$ cat config.mk
export PLATFORM = sky130hd
export DESIGN_NAME = read_buf
export DESIGN_NICKNAME = d
export VERILOG_FILES = /design/src/rtl/read_buf.sv
export SDC_FILE = /design/constraint.sdc
export NUM_CORES = 1
export LEC_CHECK = 0
export ABC_AREA = 1
export BUFFER_PORTS_ARGS = -buffer_cell sky130_fd_sc_hd__buf_2
export CAP_MARGIN = 20
export CORE_MARGIN = 8
export CORE_UTILIZATION = 55
export CTS_CLUSTER_SIZE = 25
export DETAILED_ROUTE_END_ITERATION = 10
export PLACE_DENSITY = 0.9
export RECOVER_POWER = 25
export SETUP_SLACK_MARGIN = 0.02
export SLEW_MARGIN = 15
export SYNTH_ARGS = -nofsm -noshare
export SYNTH_HDL_FRONTEND = slang
export SYNTH_SLANG_ARGS = --single-unit
$ cat constraint.sdc
create_clock -name clk -period 2 [get_ports clk]
set_clock_uncertainty 0.05 [all_clocks]
set_input_delay 0.4 -clock clk [delete_from_list [all_inputs] [get_ports clk]]
set_output_delay 0.4 -clock clk [all_outputs]
set_load 0.02 [all_outputs]
$ cat src/rtl/read_buf.sv
// Single-line read buffer: turns 32-bit word reads into cache-line requests with one outstanding miss.
// Define READ_BUF_LINE_CACHE_EN to serve reads that hit the held line without a new request.
module read_buf #(
    parameter int ADDR_LMT    = 20,
    parameter int MDATA       = 14,
    parameter int CACHE_WIDTH = 512
) (
    input  logic                   clk,
    input  logic                   reset,
    input  logic                   start,
    input  logic                   rd_en,
    input  logic [ADDR_LMT+3:0]    rd_addr,
    output logic                   rd_ready,
    output logic [31:0]            rd_data,
    output logic                   rd_valid,
    input  logic                   invalidate,
    output logic [ADDR_LMT-1:0]    rd_req_addr,
    output logic [MDATA-1:0]       rd_req_mdata,
    output logic                   rd_req_en,
    input  logic                   rd_req_almostfull,
    input  logic                   rd_rsp_valid,
    input  logic [MDATA-1:0]       rd_rsp_mdata,
    input  logic [CACHE_WIDTH-1:0] rd_rsp_data
);

`ifdef READ_BUF_LINE_CACHE_EN
    localparam logic CACHE_EN = 1'b1;
`else
    localparam logic CACHE_EN = 1'b0;
`endif

    typedef enum logic [2:0] {
        S_IDLE  = 3'd0,
        S_READY = 3'd1,
        S_REQ   = 3'd2,
        S_WAIT  = 3'd3,
        S_RESP  = 3'd4
    } state_e;

    state_e                 state_q, state_d;
    logic [ADDR_LMT-1:0]    line_q, line_d;
    logic [3:0]             off_q, off_d;
    logic [MDATA-1:0]       tag_cnt_q, tag_cnt_d;
    logic                   line_valid_q, line_valid_d;
    logic                   inval_seen_q, inval_seen_d;
    logic [CACHE_WIDTH-1:0] line_buf_q, line_buf_d;
    logic                   rd_ready_q, rd_ready_d;
    logic                   rd_valid_q, rd_valid_d;
    logic [31:0]            rd_data_q, rd_data_d;
    logic                   rd_req_en_q, rd_req_en_d;
    logic [ADDR_LMT-1:0]    rd_req_addr_q, rd_req_addr_d;
    logic [MDATA-1:0]       rd_req_mdata_q, rd_req_mdata_d;
    logic                   accept_s;
    logic                   hit_s;
    logic                   line_valid_s;

    // Word 0 occupies the least significant 32 bits of the line.
    function automatic logic [31:0] word_sel(input logic [CACHE_WIDTH-1:0] line, input logic [3:0] off);
        return line[{off, 5'd0} +: 32];
    endfunction

    // Next-state and next-output computation for the read FSM.
    always_comb begin
        state_d        = state_q;
        line_d         = line_q;
        off_d          = off_q;
        tag_cnt_d      = tag_cnt_q;
        inval_seen_d   = inval_seen_q;
        line_buf_d     = line_buf_q;
        rd_valid_d     = 1'b0;
        rd_data_d      = rd_data_q;
        rd_req_en_d    = 1'b0;
        rd_req_addr_d  = rd_req_addr_q;
        rd_req_mdata_d = rd_req_mdata_q;
        line_valid_s   = line_valid_q;
        accept_s       = rd_en & rd_ready_q;
        hit_s          = CACHE_EN & line_valid_q & ~invalidate & (rd_addr[ADDR_LMT+3:4] == line_q);

        case (state_q)
            S_IDLE: begin
                state_d = start ? S_READY : S_IDLE;
            end
            S_READY: begin
                if (accept_s) begin
                    line_d       = rd_addr[ADDR_LMT+3:4];
                    off_d        = rd_addr[3:0];
                    inval_seen_d = 1'b0;
                    if (hit_s) begin
                        rd_valid_d = 1'b1;
                        rd_data_d  = word_sel(line_buf_q, rd_addr[3:0]);
                    end else begin
                        // The held tag is overwritten, so the old line can no longer be trusted.
                        line_valid_s = 1'b0;
                        state_d      = S_REQ;
                    end
                end else begin
                    state_d = S_READY;
                end
            end
            S_REQ: begin
                inval_seen_d = inval_seen_q | invalidate;
                if (!rd_req_almostfull) begin
                    rd_req_en_d    = 1'b1;
                    rd_req_addr_d  = line_q;
                    rd_req_mdata_d = tag_cnt_q;
                    state_d        = S_WAIT;
                end else begin
                    state_d = S_REQ;
                end
            end
            S_WAIT: begin
                inval_seen_d = inval_seen_q | invalidate;
                if (rd_rsp_valid && (rd_rsp_mdata == tag_cnt_q)) begin
                    line_buf_d = rd_rsp_data;
                    state_d    = S_RESP;
                end else begin
                    state_d = S_WAIT;
                end
            end
            S_RESP: begin
                rd_valid_d   = 1'b1;
                rd_data_d    = word_sel(line_buf_q, off_q);
                tag_cnt_d    = tag_cnt_q + {{(MDATA-1){1'b0}}, 1'b1};
                line_valid_s = CACHE_EN & ~inval_seen_q;
                state_d      = S_READY;
            end
            default: begin
                state_d = S_IDLE;
            end
        endcase

        line_valid_d = CACHE_EN & line_valid_s & ~invalidate;
        rd_ready_d   = (state_d == S_READY);
    end

    // State and registered-output update with synchronous reset.
    always_ff @(posedge clk) begin
        if (reset) begin
            state_q        <= S_IDLE;
            line_q         <= {ADDR_LMT{1'b0}};
            off_q          <= 4'd0;
            tag_cnt_q      <= {MDATA{1'b0}};
            line_valid_q   <= 1'b0;
            inval_seen_q   <= 1'b0;
            line_buf_q     <= {CACHE_WIDTH{1'b0}};
            rd_ready_q     <= 1'b0;
            rd_valid_q     <= 1'b0;
            rd_data_q      <= 32'd0;
            rd_req_en_q    <= 1'b0;
            rd_req_addr_q  <= {ADDR_LMT{1'b0}};
            rd_req_mdata_q <= {MDATA{1'b0}};
        end else begin
            state_q        <= state_d;
            line_q         <= line_d;
            off_q          <= off_d;
            tag_cnt_q      <= tag_cnt_d;
            line_valid_q   <= line_valid_d;
            inval_seen_q   <= inval_seen_d;
            line_buf_q     <= line_buf_d;
            rd_ready_q     <= rd_ready_d;
            rd_valid_q     <= rd_valid_d;
            rd_data_q      <= rd_data_d;
            rd_req_en_q    <= rd_req_en_d;
            rd_req_addr_q  <= rd_req_addr_d;
            rd_req_mdata_q <= rd_req_mdata_d;
        end
    end

    assign rd_ready     = rd_ready_q;
    assign rd_valid     = rd_valid_q;
    assign rd_data      = rd_data_q;
    assign rd_req_en    = rd_req_en_q;
    assign rd_req_addr  = rd_req_addr_q;
    assign rd_req_mdata = rd_req_mdata_q;

endmodule

==> results of run 1 <==
routing by layer:
metal	overflow	global-route usage, %
met5	1	31.3
met2	163	86.0
met4	132	72.1
met3	6	63.1
met1	8	70.2
per-stage QoR:
stage,setup TNS [ps],std cells,hold slack (ps),util [%]
after detailed placement,-31160,5898,423,63.3
after global placement,-22080,5898,412,63.3
after CTS,-45.8,6473,0.740,76.2
after floorplan,0,4727,406,-
logic make-up after synthesis:
group	synth area share, %
AND/OR/NAND/NOR	37.5
AO/OA/AOI/OAI	7.90
buffers and inverters	12.5
flip-flops	41.9
adder cells (fa/ha/maj)	0.0421
XOR/XNOR	0.0590
repair_timing:
action,CTS
endpoints found under the setup margin,271
gates resized for setup,13
endpoints found under the hold margin,454
pin swaps,0
hold buffers,454
synthesized netlist by cell type:
library cell               count
sky130_fd_sc_hd__nand3_1     265
sky130_fd_sc_hd__buf_6        34
sky130_fd_sc_hd__nor4_1        1
sky130_fd_sc_hd__a21oi_1      96
sky130_fd_sc_hd__nor2_2       90
sky130_fd_sc_hd__nand2_1    1352
sky130_fd_sc_hd__xor2_1        1
sky130_fd_sc_hd__buf_2        89
sky130_fd_sc_hd__inv_1       579
sky130_fd_sc_hd__o211ai_1    160
sky130_fd_sc_hd__o21ai_0     133
sky130_fd_sc_hd__xnor2_1       1
sky130_fd_sc_hd__nor2_1     1108
sky130_fd_sc_hd__clkinv_1      2
sky130_fd_sc_hd__ha_1          1
sky130_fd_sc_hd__clkbuf_1    165
sky130_fd_sc_hd__inv_2         5
sky130_fd_sc_hd__dfxtp_1     622
sky130_fd_sc_hd__buf_1        19
sky130_fd_sc_hd__nor3_1        4
==> metrics.txt, run 1 <==
# TYPE chip_impl_metric gauge
chip_impl_metric{name="dp_hpwl",unit="µm"} 77400
chip_impl_metric{name="place_congestion",unit=""} 0.973
chip_impl_info{name="cell_type_with_the_largest_total_area_after_synthesis",value="sky130_fd_sc_hd__dfxtp_1"} 1
chip_impl_metric{name="synth_seq_cells",unit=""} 622
chip_impl_metric{name="synth_top_area_share",unit="%"} 41.9
chip_impl_info{name="post_synth_main_area_contributors",value="sky130_fd_sc_hd__dfxtp_1 (42%), sky130_fd_sc_hd__nand2_1 (17%), sky130_fd_sc_hd__nor2_1 (14%)"} 1
chip_impl_info{name="run.stop_error",value="[ERROR GRT-0232] Routing congestion too high. Check the congestion heatmap in the GUI."} 1
chip_impl_metric{name="all_layer_gr_usage",unit="%"} 72.3
chip_impl_metric{name="core.rowCount",unit=""} 85
chip_impl_metric{name="clock-sinks",unit=""} 622
chip_impl_metric{name="synthesis.yosys.warnings",unit=""} 0
chip_impl_metric{name="post_cts_buffers",unit=""} 0
chip_impl_metric{name="die_height",unit="µm"} 248
chip_impl_metric{name="initial_standard_cell_utilization_of_the_core",unit="%"} 55.4
chip_impl_metric{name="grt_max_degree",unit=""} 82
chip_impl_metric{name="cts_made_buffers",unit=""} 67
chip_impl_info{name="ctsRootBufferMaster",value="sky130_fd_sc_hd__clkbuf_16"} 1
chip_impl_metric{name="post_synth_num_cell_types",unit=""} 20
chip_impl_metric{name="syn-mean-instance-area",unit="µm²"} 6.28
chip_impl_metric{name="cts_max_level",unit=""} 3
chip_impl_metric{name="portBuffers",unit=""} 624
chip_impl_metric{name="die_w",unit="µm"} 248
chip_impl_metric{name="dpl_cell_area",unit="µm²"} 34000
chip_impl_metric{name="clk_path_buf_depth",unit=""} 3
chip_impl_metric{name="netlist_instances",unit=""} 4727
chip_impl_info{name="run_status",value="stopped before the end"} 1
chip_impl_metric{name="global_route.overflow_total",unit=""} 310
chip_impl_metric{name="preCtsSetupSlack",unit="ps"} -143
chip_impl_info{name="outcome.stop_stage",value="global routing"} 1
chip_impl_metric{name="syn_area",unit="µm²"} 29700
chip_impl_metric{name="syn_nets",unit=""} 5285
chip_impl_metric{name="top_level_ports",unit=""} 626
chip_impl_metric{name="yosysSeqAreaShare",unit="%"} 41.9
==> run 2, diff against run 1 <==
--- a/config.mk
+++ b/config.mk
@@ -9,12 +9,10 @@
 export BUFFER_PORTS_ARGS = -buffer_cell sky130_fd_sc_hd__buf_2
 export CAP_MARGIN = 20
 export CORE_MARGIN = 8
-export CORE_UTILIZATION = 55
-export CTS_CLUSTER_SIZE = 25
+export CORE_UTILIZATION = 40
 export DETAILED_ROUTE_END_ITERATION = 10
-export PLACE_DENSITY = 0.9
+export PLACE_DENSITY_LB_ADDON = 0.15
 export RECOVER_POWER = 25
-export SETUP_SLACK_MARGIN = 0.02
 export SLEW_MARGIN = 15
 export SYNTH_ARGS = -nofsm -noshare
 export SYNTH_HDL_FRONTEND = slang
==> run 2 against run 1 <==
Effect of this change:
- the flow now finishes, with violations (negative setup slack)
- area after synthesis stayed put
- synthesized cell count unchanged
==> metrics.txt, run 2 <==
# TYPE chip_impl_metric gauge
chip_impl_metric{name="netlist_instances",unit=""} 4727
chip_impl_info{name="synth_flop_cell",value="sky130_fd_sc_hd__dfxtp_1"} 1
chip_impl_metric{name="design_area",unit="µm²"} 43300
chip_impl_metric{name="place_congestion",unit=""} 0.874
chip_impl_metric{name="max-vdd-ir-drop",unit="mV"} 0.608
chip_impl_metric{name="setup_ws",unit="ps"} -37.6
chip_impl_info{name="synth_top_cells_by_count",value="sky130_fd_sc_hd__nand2_1 (1352), sky130_fd_sc_hd__nor2_1 (1108), sky130_fd_sc_hd__dfxtp_1 (622)"} 1
chip_impl_metric{name="all_layer_gr_usage",unit="%"} 27.1
chip_impl_metric{name="timing.final.crit_period",unit="ps"} 2040
chip_impl_info{name="cp-end-kind",value="flip-flop"} 1
chip_impl_info{name="cell_type_with_the_largest_total_area_after_synthesis",value="sky130_fd_sc_hd__dfxtp_1"} 1
chip_impl_metric{name="fin_setup_tns",unit="ps"} -235
chip_impl_metric{name="antenna_found_initial",unit=""} 12
chip_impl_metric{name="route.antenna.remaining_nets",unit=""} 0
chip_impl_info{name="ctsRootBufferMaster",value="sky130_fd_sc_hd__clkbuf_16"} 1
chip_impl_metric{name="top_level_ports",unit=""} 626
chip_impl_metric{name="worstPathArrival",unit="ps"} 2480
chip_impl_metric{name="dpl_cell_area",unit="µm²"} 34200
chip_impl_metric{name="max_freq",unit="MHz"} 491
chip_impl_metric{name="dp_hpwl",unit="µm"} 81000
chip_impl_metric{name="synth_enable_flop_cells",unit=""} 0
chip_impl_metric{name="synthesis.yosys.warnings",unit=""} 0
chip_impl_metric{name="tightestPinTransition",unit="ps"} 812
chip_impl_info{name="run_status",value="finished, violations left"} 1
chip_impl_info{name="violations",value="negative setup slack"} 1
chip_impl_info{name="min_path_type",value="in -> reg"} 1
chip_impl_metric{name="timing.max_slew.rel_slack",unit="%"} 45.8
chip_impl_metric{name="portBuffers",unit=""} 624
chip_impl_metric{name="grt_pass1_vias",unit=""} 31300
chip_impl_metric{name="flip_flop_count_of_the_largest_register_after_layout",unit=""} 512
chip_impl_metric{name="clk_path_buf_depth",unit=""} 3
chip_impl_metric{name="cts_made_buffers",unit=""} 74
chip_impl_metric{name="post-layout-total-power",unit="mW"} 29.4
chip_impl_metric{name="drt-wirelength-per-cell",unit="µm"} 18.3
chip_impl_info{name="tritoncts",value="built"} 1
chip_impl_info{name="mostFrequentLayoutCells",value="sky130_fd_sc_hd__nand2_1 (1322), sky130_fd_sc_hd__nor2_1 (1062), sky130_fd_sc_hd__dfxtp_1 (615)"} 1
chip_impl_metric{name="detail_route.iter0.violations",unit=""} 2299
chip_impl_metric{name="dieArea",unit="µm²"} 83200
chip_impl_metric{name="report.final.slew_viol_count",unit=""} 0
chip_impl_metric{name="grt_max_degree",unit=""} 107
chip_impl_metric{name="die_w",unit="µm"} 288
chip_impl_metric{name="design.core.area",unit="µm²"} 73900
chip_impl_metric{name="drt_pre_antenna_iters",unit=""} 7
chip_impl_metric{name="clock-sinks",unit=""} 622
chip_impl_metric{name="p_leak",unit="nW"} 21.9
chip_impl_metric{name="data_required_time_of_the_worst_path",unit="ps"} 2440
chip_impl_metric{name="final.period_utilization",unit="%"} 102
chip_impl_metric{name="clk_pin_slew",unit="ps"} 60
chip_impl_metric{name="layout-area-overhead-vs-synth",unit="%"} 45.8
chip_impl_info{name="worstSetupStartpointType",value="flip-flop"} 1
chip_impl_metric{name="finalHoldViolCount",unit=""} 0
chip_impl_metric{name="insertion_delay",unit="ps"} 620
chip_impl_metric{name="route.final.wire_length",unit="µm"} 125000
chip_impl_metric{name="power_density",unit="nW/µm²"} 678
chip_impl_info{name="path_type_of_the_worst_setup_path",value="reg -> reg"} 1
chip_impl_metric{name="die_height",unit="µm"} 288
chip_impl_metric{name="syn_area",unit="µm²"} 29700
chip_impl_metric{name="detailroute.via_count",unit=""} 32600
chip_impl_metric{name="core.rowCount",unit=""} 100
chip_impl_metric{name="route.detailed.drc",unit=""} 0
chip_impl_metric{name="yosysSeqAreaShare",unit="%"} 41.9
chip_impl_metric{name="ys_async_sr_fraction",unit="%"} 0
chip_impl_info{name="yosysMostFrequentCell",value="sky130_fd_sc_hd__nand2_1"} 1
chip_impl_info{name="rsz0062_at_grt",value="yes"} 1
chip_impl_metric{name="syn-mean-instance-area",unit="µm²"} 6.28
chip_impl_metric{name="crit_path_max_fanout",unit=""} 37
chip_impl_info{name="post_synth_main_area_contributors",value="sky130_fd_sc_hd__dfxtp_1 (42%), sky130_fd_sc_hd__nand2_1 (17%), sky130_fd_sc_hd__nor2_1 (14%)"} 1
chip_impl_metric{name="drv_cap",unit=""} 0
chip_impl_metric{name="post_synth_num_cell_types",unit=""} 20
chip_impl_metric{name="viasPerCell",unit=""} 4.77
chip_impl_metric{name="synth_top_area_share",unit="%"} 41.9
chip_impl_info{name="largest-register",value="line_buf_q"} 1
chip_impl_metric{name="synth_seq_cells",unit=""} 622
chip_impl_metric{name="cts_max_level",unit=""} 3
chip_impl_metric{name="global_route.overflow_total",unit=""} 0
chip_impl_metric{name="syn_nets",unit=""} 5285
chip_impl_info{name="final_common_cell",value="sky130_fd_sc_hd__nand2_1"} 1
chip_impl_metric{name="grt_pass1_wl",unit="µm"} 176000
chip_impl_metric{name="finish.net_count",unit=""} 6353
chip_impl_metric{name="drive_above_1_share",unit="%"} 18.7
chip_impl_metric{name="initial_standard_cell_utilization_of_the_core",unit="%"} 40.2
chip_impl_metric{name="setup_viol",unit=""} 14
## run 2: cell counts after synthesis
No cell type changed its count.
## run 2: power by group
part           internal [mW]  switching [mW]  total, mW
clock network           8.51            5.71       14.2
logic                   1.33            1.37       2.70
registers               12.4          0.0264       12.5
## run 2: logic make-up (layout without fill, tap and decap cells)
kind of cell	Yosys count	count (layout)	synth area share (%)
AND/OR/NAND/NOR	2820	2820	37.5
buffers and inverters	893	2014	12.5
flip-flops	622	622	41.9
AO/OA/AOI/OAI	389	389	7.90
XOR/XNOR	2	2	0.0590
adder cells (fa/ha/maj)	1	1	0.0421
other	0	13	0
## run 2: final cells by class
type	instances	area, µm²
well taps	969	1210
multi-input cells	3212	13900
fillers	6761	30600
inverters	586	2210
repair buffers	1299	11000
flip-flops and latches	622	12500
clock buffers	98	2120
clock inverters	31	419
diodes	13	32.5
## run 2: repair_timing
| item | CTS | global route |
|---|---|---|
| endpoints found under the setup margin | 102 | 490 |
| pin swaps | 0 | 10 |
| endpoints found under the hold margin | 477 | 0 |
| buffers inserted | 0 | 4 |
| hold buffers | 477 | 0 |
| gates resized for setup | 8 | 174 |
| gates cloned | 0 | 55 |
## run 2: final timing paths
kind / from / slack, ps / cells after the start / to
min: rd_rsp_data[280] / 20 / 3 / line_buf_q[280]$_SDFFE_PP0P_
min reg2reg: tag_cnt_q[10]$_SDFFE_PP0P_ / 430 / 2 / rd_req_mdata[10]$_SDFFE_PP0P_
max reg2reg: tag_cnt_q[6]$_SDFFE_PP0P_ / -40 / 12 / line_buf_q[382]$_SDFFE_PP0P_
max: tag_cnt_q[6]$_SDFFE_PP0P_ / -40 / 12 / line_buf_q[382]$_SDFFE_PP0P_
## run 2: per-stage QoR
step	util, %	cells	setup WS (ps)	hold slack [ps]
2_1_floorplan	-	4727	334	406
3_3_place_gp	46.2	6152	-133	415
3_5_place_dp	46.2	6152	-154	422
4_1_cts	56.1	6758	-0.277	0.0135
5_1_grt	58.5	6823	-135	6.55
6_report	58.6	6830	-37.6	15.5
## run 2: worst max-delay path: stages (launching register included)
cell,delay [ps]
sky130_fd_sc_hd__dfxtp_2,340
sky130_fd_sc_hd__inv_2,50
sky130_fd_sc_hd__nand2_1,60
sky130_fd_sc_hd__nand2_1,70
sky130_fd_sc_hd__nor2_2,110
sky130_fd_sc_hd__nand2_1,80
sky130_fd_sc_hd__nor2_2,130
sky130_fd_sc_hd__buf_6,110
sky130_fd_sc_hd__nand3_4,80
sky130_fd_sc_hd__buf_12,220
sky130_fd_sc_hd__buf_12,240
sky130_fd_sc_hd__nor2_1,190
sky130_fd_sc_hd__nor2_1,70
## run 2: metal layers
layer | vias to the layer above | track usage (%) | routed length, µm
li1 | 16400 | - | -
met1 | 14600 | 31.2 | 49700
met2 | 1189 | 46.8 | 59700
met3 | 373 | 5.07 | 8100
met4 | 8 | 15.5 | 7580
met5 | - | 0 | 50
(Power assumes the default switching activity.)
==> run 3, diff against run 2 <==
==> constraint.sdc (replaced) <==
create_clock -name clk -period 2.47 [get_ports clk]
set_clock_uncertainty 0.05 [all_clocks]
set_input_delay 0.494 -clock clk [delete_from_list [all_inputs] [get_ports clk]]
set_output_delay 0.494 -clock clk [all_outputs]
set_load 0.02 [all_outputs]
==> run 3 against run 2 <==
Effect of this change:
- the flow now finishes without violations
- total power fell by 26%
- fmax shrank 11%
- clock-buffer cell count grew 3
- setup slack gained 220 ps
- sequential power is 19% lower
- first-iteration DRC count fell by 14%
- sequential share of layout area rose by 6.3 points
==> metrics.txt, run 3 (synthesized netlist as in run 2, its figures left out) <==
# TYPE chip_impl_metric gauge
chip_impl_info{name="worstSetupStartpointType",value="flip-flop"} 1
chip_impl_metric{name="grt.met3_usage",unit="%"} 5.73
chip_impl_info{name="slowest_stage",value="sky130_fd_sc_hd__buf_4"} 1
chip_impl_metric{name="clk_pin_slew",unit="ps"} 60
chip_impl_metric{name="antenna_found_initial",unit=""} 29
chip_impl_metric{name="dp_hpwl",unit="µm"} 79100
chip_impl_info{name="globalRoute.busiestLayer",value="met2"} 1
chip_impl_metric{name="dieArea",unit="µm²"} 83200
chip_impl_metric{name="area.sequential",unit="µm²"} 12500
chip_impl_metric{name="data_required_time_of_the_worst_path",unit="ps"} 2960
chip_impl_metric{name="post-layout-total-power",unit="mW"} 21.8
chip_impl_metric{name="die_w",unit="µm"} 288
chip_impl_metric{name="clk_path_buf_depth",unit=""} 3
chip_impl_metric{name="layout-area-overhead-vs-synth",unit="%"} 19.7
chip_impl_metric{name="timing.final.crit_period",unit="ps"} 2280
chip_impl_metric{name="drive_above_1_share",unit="%"} 16.0
chip_impl_metric{name="die_height",unit="µm"} 288
chip_impl_metric{name="drt_pre_antenna_iters",unit=""} 5
chip_impl_metric{name="route.final.wire_length",unit="µm"} 108000
chip_impl_metric{name="fin_setup_tns",unit="ps"} 0
chip_impl_metric{name="design.core.area",unit="µm²"} 73900
chip_impl_info{name="rsz0062_at_grt",value="no"} 1
chip_impl_info{name="min_path_type",value="in -> reg"} 1
chip_impl_metric{name="worstPathArrival",unit="ps"} 2780
chip_impl_metric{name="finish.net_count",unit=""} 5751
chip_impl_info{name="critical_path.cell_chain",value="clkinv_2 > buf_4 > nand2_1 > nand3_1 > nand3_1 > nand3_1 > nand3_1 > nand2_1 > inv_1"} 1
chip_impl_metric{name="setup_viol",unit=""} 0
chip_impl_info{name="path_common_cell",value="sky130_fd_sc_hd__nand3_1"} 1
chip_impl_info{name="mostFrequentLayoutCells",value="sky130_fd_sc_hd__nand2_1 (1352), sky130_fd_sc_hd__nor2_1 (1108), sky130_fd_sc_hd__dfxtp_1 (619)"} 1
chip_impl_metric{name="met1_capacity_usage_during_global_routing",unit="%"} 29.7
chip_impl_metric{name="insertion_delay",unit="ps"} 600
chip_impl_metric{name="route.detailed.drc",unit=""} 0
chip_impl_metric{name="max_freq",unit="MHz"} 438
chip_impl_metric{name="multi_input_area",unit="µm²"} 13500
chip_impl_metric{name="portBuffers",unit=""} 624
chip_impl_metric{name="detail_route.iter0.violations",unit=""} 1972
chip_impl_metric{name="place_congestion",unit=""} 0.881
chip_impl_metric{name="finalHoldViolCount",unit=""} 0
chip_impl_metric{name="drv_cap",unit=""} 0
chip_impl_metric{name="grt_pass1_vias",unit=""} 27100
chip_impl_info{name="ctsRootBufferMaster",value="sky130_fd_sc_hd__clkbuf_16"} 1
chip_impl_metric{name="power_density",unit="nW/µm²"} 613
chip_impl_metric{name="cts_max_level",unit=""} 3
chip_impl_metric{name="crit_path_max_fanout",unit=""} 26
chip_impl_metric{name="grt_max_degree",unit=""} 147
chip_impl_metric{name="final_core_utilization",unit="%"} 48.1
chip_impl_metric{name="maximum_single_stage_delay_on_the_critical_path",unit="ps"} 420
chip_impl_metric{name="top_level_ports",unit=""} 626
chip_impl_metric{name="flip_flop_count_of_the_largest_register_after_layout",unit=""} 512
chip_impl_info{name="cp-end-kind",value="flip-flop"} 1
chip_impl_metric{name="grt_pass1_wl",unit="µm"} 159000
chip_impl_info{name="tritoncts",value="built"} 1
chip_impl_metric{name="clock-sinks",unit=""} 622
chip_impl_metric{name="global_route.overflow_total",unit=""} 0
chip_impl_metric{name="final_cell_count_no_fill",unit=""} 6225
chip_impl_metric{name="cts_made_buffers",unit=""} 71
chip_impl_metric{name="report.final.slew_viol_count",unit=""} 0
chip_impl_metric{name="max-vdd-ir-drop",unit="mV"} 0.574
chip_impl_metric{name="timing.max_slew.rel_slack",unit="%"} 25.9
chip_impl_metric{name="core.rowCount",unit=""} 100
chip_impl_metric{name="grt_util_met2",unit="%"} 43.4
chip_impl_metric{name="post_cts_buffers",unit=""} 0
chip_impl_metric{name="p_leak",unit="nW"} 18.5
chip_impl_metric{name="initial_standard_cell_utilization_of_the_core",unit="%"} 40.2
chip_impl_metric{name="fillerInstances",unit=""} 7785
chip_impl_metric{name="final.period_utilization",unit="%"} 92.5
chip_impl_info{name="largest-register",value="line_buf_q"} 1
chip_impl_info{name="final_common_cell",value="sky130_fd_sc_hd__nand2_1"} 1
chip_impl_metric{name="detailroute.via_count",unit=""} 29000
chip_impl_info{name="path_type_of_the_worst_setup_path",value="reg -> reg"} 1
chip_impl_metric{name="postCtsResizedCells",unit=""} 0
chip_impl_metric{name="dpl_cells",unit=""} 6089
chip_impl_metric{name="all_layer_gr_usage",unit="%"} 24.9
chip_impl_metric{name="drt-wirelength-per-cell",unit="µm"} 17.3
chip_impl_info{name="run_status",value="completed"} 1
chip_impl_metric{name="route.antenna.remaining_nets",unit=""} 0
chip_impl_metric{name="cts_hold_repair.buffers",unit=""} 0
chip_impl_metric{name="tightestPinTransition",unit="ps"} 1110
chip_impl_metric{name="viasPerCell",unit=""} 4.66
run 3: path summary, 6_finish.rpt:
kind                                                endpoint  cells past startpoint                    from  slack (ps)
worst max-delay path                rd_data[16]$_SDFFE_PP0P_                      9   off_q[0]$_SDFFE_PP0P_         190
worst min-delay path            line_buf_q[142]$_SDFFE_PP0P_                      3        rd_rsp_data[142]          60
worst max register to register      rd_data[16]$_SDFFE_PP0P_                      9   off_q[0]$_SDFFE_PP0P_         190
worst min register to register        line_q[7]$_SDFFE_PP0P_                      2  line_q[7]$_SDFFE_PP0P_         430
run 3: metal layers:
layer  routed length, µm  vias to the layer above
met3                7370                      194
li1                    -                    15200
met2               52600                      723
met4                3990                       32
met1               43800                    12900
met5                 215                        -
run 3: report_power, final:
group	internal, mW	switching [mW]	total [mW]
clock	5.87	4.35	10.2
sequential	10.1	0.0187	10.1
combinational	0.543	0.943	1.49
total	16.5	5.31	21.8
run 3: area by class of cell:
type                       instances  share of cell area (%)
antenna                           12                  0.0844
clock buffer                     101                    5.74
clock inverter                    23                   0.482
inverter                         586                    6.22
multi-input combinational       3212                    38.1
sequential                       622                    35.0
tap                              969                    3.41
timing repair buffer             700                    10.9
run 3: metrics by stage:
stage                     cell area (µm²)  setup slack (ps)  hold WS [ps]
after floorplan                     29700               725           406
after global placement              33500               161           415
after detailed placement            33500               165           423
after CTS                           35700               220          17.9
after global routing                35500              63.3          33.0
final                               35600               186          61.0
run 3: worst max-delay path, delay by kind of cell (launching register included):
family / cells / cell delay, ps
and+or+nand+nor: 6 / 990
buffers and inverters: 3 / 820
DFF: 1 / 360
